$ cat config.mk
export PLATFORM = sky130hd
export DESIGN_NAME = skewed_mac
export DESIGN_NICKNAME = d
export VERILOG_FILES = /design/src/rtl/skewed_mac.sv
export SDC_FILE = /design/constraint.sdc
export NUM_CORES = 1
export LEC_CHECK = 0
export ABC_AREA = 1
export CORE_MARGIN = 2
export CORE_UTILIZATION = 50
export CTS_CLUSTER_SIZE = 20
export DETAILED_ROUTE_END_ITERATION = 10
export MAX_ROUTING_LAYER = met4
export PLACE_DENSITY_LB_ADDON = 0.2
export SYNTH_ARGS = -nofsm -noshare
export SYNTH_HDL_FRONTEND = slang
export SYNTH_SLANG_ARGS = --single-unit
export TNS_END_PERCENT = 10
$ cat constraint.sdc
create_clock -name clk_i -period 4 [get_ports clk_i]
set_input_delay 0.4 -clock clk_i [delete_from_list [all_inputs] [get_ports clk_i]]
set_output_delay 0.4 -clock clk_i [all_outputs]
set_load 0.02 [all_outputs]
$ cat src/rtl/skewed_mac.sv
// skewed_mac: bit-skewed multiply-accumulate, acc_n = (clr_n ? 0 : acc_{n-1}) + in1_n * in2_n.
// Bit k of sample n is on in1_i/in2_i at cycle n+k; acc_o bit k of sample n is valid at n+k+2.
// clr_i is unskewed and presented with bit 0 of its sample.
// Defining SKEWED_MAC_OVF_EN adds a sticky overflow output ovf_o, aligned with the acc MSB.
module skewed_mac #(
  parameter int unsigned WIDTH1    = 3,
  parameter int unsigned WIDTH2    = 3,
  parameter int unsigned ACC_WIDTH = 10,
  parameter bit          SIGNED    = 1'b0
) (
  input  logic                 clk_i,
  input  logic                 rst_ni,
  input  logic                 en_i,
  input  logic                 clr_i,
  input  logic [WIDTH1-1:0]    in1_i,
  input  logic [WIDTH2-1:0]    in2_i,
`ifdef SKEWED_MAC_OVF_EN
  output logic                 ovf_o,
`endif
  output logic [ACC_WIDTH-1:0] acc_o
);

  localparam int unsigned PW = WIDTH1 + WIDTH2;

  if (ACC_WIDTH < PW) begin : g_width_check
    $fatal(1, "skewed_mac: ACC_WIDTH must be >= WIDTH1 + WIDTH2");
  end

  // a1_q[k] holds bits 0..k of the operand whose bit k+1 arrives next cycle (triangular deskew).
  logic [WIDTH1-1:0]    a1_q    [PW-1];
  logic [WIDTH2-1:0]    a2_q    [PW-1];
  logic [WIDTH1-1:0]    part1   [PW];
  logic [WIDTH2-1:0]    part2   [PW];
  logic [PW-1:0]        ext1, ext2, full;
  logic [ACC_WIDTH-1:0] prod_d, prod_q;
  logic [ACC_WIDTH-1:0] sum_d, sum_q;
  logic [ACC_WIDTH-1:0] base, carry_in;
  logic [ACC_WIDTH-2:0] carry_d, carry_q;
  // clr_q[k] is clr_i delayed k+1 cycles, i.e. the clear seen by accumulator lane k.
  logic [ACC_WIDTH-1:0] clr_q;

  // Multiply stage: lane k forms product bit k from the operand bits 0..k known so far.
  always_comb begin
    part1  = '{default: '0};
    part2  = '{default: '0};
    ext1   = '0;
    ext2   = '0;
    full   = '0;
    prod_d = '0;
    part1[0] = in1_i & WIDTH1'(1);
    part2[0] = in2_i & WIDTH2'(1);
    for (int k = 1; k < PW; k++) begin
      part1[k] = a1_q[k-1] | (in1_i & (WIDTH1'(1) << k));
      part2[k] = a2_q[k-1] | (in2_i & (WIDTH2'(1) << k));
    end
    // Product bit k only depends on operand bits 0..k, so partial operands are enough.
    for (int k = 0; k < PW; k++) begin
      ext1      = {{WIDTH2{SIGNED & part1[k][WIDTH1-1]}}, part1[k]};
      ext2      = {{WIDTH1{SIGNED & part2[k][WIDTH2-1]}}, part2[k]};
      full      = ext1 * ext2;
      prod_d[k] = full[k];
    end
    // Upper lanes: product MSB passed one lane per cycle (sign extension), or zero.
    for (int k = PW; k < ACC_WIDTH; k++) begin
      prod_d[k] = SIGNED & prod_q[k-1];
    end
  end

  // Accumulate stage: one full adder per lane, carry handed to the next lane a cycle later.
  always_comb begin
    base     = sum_q & ~clr_q;
    carry_in = {carry_q, 1'b0};
    sum_d    = prod_q ^ base ^ carry_in;
    carry_d  = (prod_q[ACC_WIDTH-2:0] & base[ACC_WIDTH-2:0])
             | (prod_q[ACC_WIDTH-2:0] & carry_in[ACC_WIDTH-2:0])
             | (base[ACC_WIDTH-2:0]   & carry_in[ACC_WIDTH-2:0]);
  end

  // Pipeline state; en_i low freezes every register including the skew chains.
  always_ff @(posedge clk_i or negedge rst_ni) begin
    if (!rst_ni) begin
      for (int k = 0; k < PW - 1; k++) begin
        a1_q[k] <= '0;
        a2_q[k] <= '0;
      end
      prod_q  <= '0;
      sum_q   <= '0;
      carry_q <= '0;
      clr_q   <= '0;
    end else if (en_i) begin
      for (int k = 0; k < PW - 1; k++) begin
        a1_q[k] <= part1[k];
        a2_q[k] <= part2[k];
      end
      prod_q  <= prod_d;
      sum_q   <= sum_d;
      carry_q <= carry_d;
      clr_q   <= {clr_q[ACC_WIDTH-2:0], clr_i};
    end
  end

  assign acc_o = sum_q;

`ifdef SKEWED_MAC_OVF_EN
  logic ovf_d, ovf_q, msb_cout;

  // Sticky overflow of the MSB lane; a clear restarts it from this sample alone.
  always_comb begin
    msb_cout = (prod_q[ACC_WIDTH-1] & base[ACC_WIDTH-1])
             | (prod_q[ACC_WIDTH-1] & carry_in[ACC_WIDTH-1])
             | (base[ACC_WIDTH-1]   & carry_in[ACC_WIDTH-1]);
    ovf_d    = (clr_q[ACC_WIDTH-1] ? 1'b0 : ovf_q)
             | (SIGNED ? (carry_in[ACC_WIDTH-1] ^ msb_cout) : msb_cout);
  end

  // Overflow flag register, updated in step with the MSB sum lane.
  always_ff @(posedge clk_i or negedge rst_ni) begin
    if (!rst_ni) begin
      ovf_q <= 1'b0;
    end else if (en_i) begin
      ovf_q <= ovf_d;
    end
  end

  assign ovf_o = ovf_q;
`endif

endmodule

Yosys cells after proc, flatten, opt, wreduce, memory -nomap -nowiden
Index checks and enable logic that the tools add are counted.

Register bits after elaboration: 61. Bits in latches: 0. RAM bits: 0. ROM bits: 0. Bits of input ports: 10. Output and inout port bits: 10. Word-level logic and storage cells: 33. Memories: 0.

Add/sub/neg operators: 0. Multipliers: 6. Div/mod/pow operators: 0. $lt $le $gt $ge: 0. Equal/unequal tests: 0. Shift-type cells: 0. Mux-type cells: 0. Bitwise logic cells: 13. Reduce and logical (&&, ||, !) cells: 0.

Operator list (count): $and 6x9->9 (2); $or 9x9->9 (2); $and 10x10->10 (1); $not 10->10 (1); $xor 10x10->10 (1); $xor 6x10->10 (1); $and 9x9->9 (1); $mul 3x3->6 (1); $or 3x3->3 (2); $mul 3x3->5 (1); $mul 3x3->4 (1); $or 1x2->2 (2); $mul 3x3->3 (1); $mul 2x2->2 (1); $mul 1x1->1 (1).

Longest topological paths before layout
Word-level depth: 5. Depth in mapped cells: 11. Depth with buffers taken out: 11.

Worst setup path after synthesis
Ideal clock, no wire load.

Path kind: register to register. From: reg a2_q[5] (netlist bit). To: reg prod_q[4]. Setup time: 0.118 ns. Arrival: 1.449 ns. Data required time: 3.882 ns. Slack: 2.433 ns. Stages on the path, launching flop included: 11. Path buffers: 0. Period minus slack after synthesis: 1.567 ns. Path through: dfrtp_1 -> nand2_1 -> fa_1 -> inv_1 -> ha_1 -> nand2_1 -> nor2_1 -> nand2_1 -> nand3_1 -> nand3_1 -> nand2_1.

Word-level cells in the longest chain between the ends: 1.

RTL lines: from (decl) (RTL line 31) `logic [WIDTH2-1:0] a2_q [PW-1];`; from (signal, indexed assignment) (RTL line 93) `a2_q[k] <= part2[k];`; $mul 3x3->5 (RTL line 60) `full = ext1 * ext2;`; to (signal assigned) (RTL line 95) `prod_q <= prod_d;`; to (decl) (RTL line 35) `logic [ACC_WIDTH-1:0] prod_d, prod_q;`.

Every way passes these cells. A chain may end at the register's enable or synchronous reset.

Worst setup path after layout
From: reg sum_q[2] (netlist: acc_o[2]). To: out acc_o[2].

RTL lines: from (decl) (RTL line 36) `logic [ACC_WIDTH-1:0] sum_d, sum_q;`; from (signal assigned) (RTL line 96) `sum_q <= sum_d;`; to (decl) (RTL line 20) `output logic [ACC_WIDTH-1:0] acc_o`.

No word-level cell between the ends.

==> metrics.csv <==
metric,value,unit
antenna violations before repair,0,
Buf/Inv on CP,1,
area grow syn2layout,14.4,%
final cell count without fillers,432,
initial DRC count,134,
Post-Syn Area,0.00286,sq mm
Reg-to-Reg Start,a2_q[5],
Crit path max-delay family,buffers and inverters,
Mapped Nets,363,
H-tree levels,3,
Pins Over Slew Limit,0,
Post-DP Area,0.00307,sq mm
Hold Crit Class,in -> async,
CTS Hold Bufs,0,
Post-layout nets,382,
global route overflow,0,
TritonRoute pass-1 iters,4,
first-pass GRT wire length,8640,microns
die height,79.6,microns
row count,27,
worst IR drop on VDD,0.281,mV
hpwl dp,3220,microns
"top cells by area, synth","dfrtp_1 52%, nand2_1 16%, o21ai_0 7.5%",
Worst Setup Path Type,reg -> out,
worst r2r path cells,11,
largest net degree at the start of global routing,62,
Pwr Density,490,mW/mm^2
f_max,576,MHz
remaining antenna violation count,0,
Resized cells post-CTS,0,
CTS buffer count,9,
biggest cell delay along the critical path,0.62,ns
GRT Total Usage,18.7,%
Core ar.,0.00551,sq mm
CP Data Required Time,3.60,ns
Final Hold Fails,0,
vias in the first global route,1982,
worst reg2reg path endpoint,prod_q[4],
outcome,finished clean,
synthesized flop and latch total,59,
clk_lat worst skew,0.34,ns
"most common cell after layout, fill and taps aside",nand2_1,
vias per cell,4.75,
residual DRC count,0,
maxcap violations,0,
Lkg Pwr,1.63,nW
crit path max fanout,3,
Top-Level Pins,20,
RSZ-0062 raised after global routing,no,
most frequent cells in the layout,"120 x nand2_1, 59 x dfrtp_1, 49 x inv_1",
grt met3 use,4.07,%
cell accounting for the most synthesized area,dfrtp_1,
Ant. Diodes,0,
sum of negative setup slack,0,ns
met1 usage,24.1,%
Setup Skew,0.00855,ns
"Period Utilization, post-route",43.4,%
grt met2 use,27.8,%
Yosys cell types,20,
post-synthesis sequential area ratio,51.7,%
slowest library cell on the worst path,clkdlybuf4s50_1,
CTS tree,done,
CTS root buf,clkbuf_8,
WL final,4850,microns
cell count after synthesis,336,
clock tree buffer depth,2,
CP cell instances,clkdlybuf4s50_1,
area share of the largest cell type after synthesis,51.7,%
initial core utilization,51.9,%
worst-margin pin slew,0.850,ns
layout cells sized above 1,6.11,%
clk sinks,59,
Avg WL per Cell,11.2,microns
Worst Setup Start Kind,flop,
Port Buffer Count,19,
Final min period,1.74,ns
final design utilization,59.4,%
placed insts,416,
r2r setup slk,2.28,ns
fin area,0.00327,sq mm
Slew HR,43.2,%
Yosys warnings,0,
DIE WIDTH,79.6,microns
Worst Path Arrival,1.34,ns
setup bufs post-CTS,0,
Worst setup EP type,output pin,
Design Power,1.60,mW
DIE AREA,0.00634,sq mm
# setup viols final,0,
Clock transition at path regs,0.07,ns
Top Usage Layer GRT,met2,
DR vias,2050,
Post-Syn Area per Cell,8.51,sq um
global placer's final weighted congestion,0.860,
[sequential cells by signal (all words and copies together) (netlist names)]
name     cells
clr_q       10
acc_o       10
prod_q       6
a1_q        12
a2_q        12
carry_q      9
[metrics by stage]
stage | worst slack, ns | hold slack, ns
after floorplan | 2.43 | 0.104
after global placement | 2.37 | 0.457
after detailed placement | 2.30 | 0.463
after CTS | 2.24 | 0.107
after global routing | 2.18 | 0.129
final | 2.26 | 0.0974
[cell usage after synthesis (all sizes together)]
cell type,number
buf,9
nand2,120
dfrtp,59
clkbuf,4
ha,9
nor2,7
fa,8
o21ai,47
nor3,1
xnor2,2
nand4,1
a21oi,2
nand3b,2
inv,50
nand3,15
[power breakdown]
| part | internal (mW) | total (mW) | switching (mW) |
|---|---|---|---|
| Clock | 0.303 | 0.547 | 0.244 |
| Combinational | 0.130 | 0.305 | 0.175 |
| Sequential | 0.686 | 0.751 | 0.0647 |
| Total | 1.12 | 1.60 | 0.483 |
[metal layers]
| layer | up-vias | share of wire [%] | wire [microns] |
|---|---|---|---|
| met5 | - | 0 | 0 |
| met4 | 0 | 1.5 | 72 |
| met3 | 8 | 3.1 | 148 |
| met2 | 25 | 44 | 2140 |
| met1 | 941 | 51 | 2490 |
| li1 | 1076 | - | - |
[worst max-delay path by stage]
stage,to,slack (ns),startpoint,cells after the start
finish,acc_o[2],2.26,acc_o[2],1
global route,prod_q[4],2.18,a2_q[5],11
CTS,acc_o[2],2.24,acc_o[2],1
detailed placement,prod_q[4],2.30,a2_q[5],10
global placement,prod_q[4],2.37,a2_q[5],10
floorplan,prod_q[4],2.43,a2_q[5],10
[layout make-up]
class,count,area (sq um)
inverters,50,188
clock inverters,6,65.1
multi-input cells,214,1120
clock buffers,10,138
repair buffers,21,195
well taps,72,90.1
fillers,492,2240
flip-flops and latches,59,1480
[logic make-up after synthesis]
kind of cell	share of synthesized area, %
xor gates and xnor gates	0.613
AOI/OAI and AO/OA	8.71
adders and majority gates	9.54
DFF	51.7
buffers and inverters	9.24
and+or+nand+nor	20.2
Note: power is estimated with default switching activity, not from simulation.
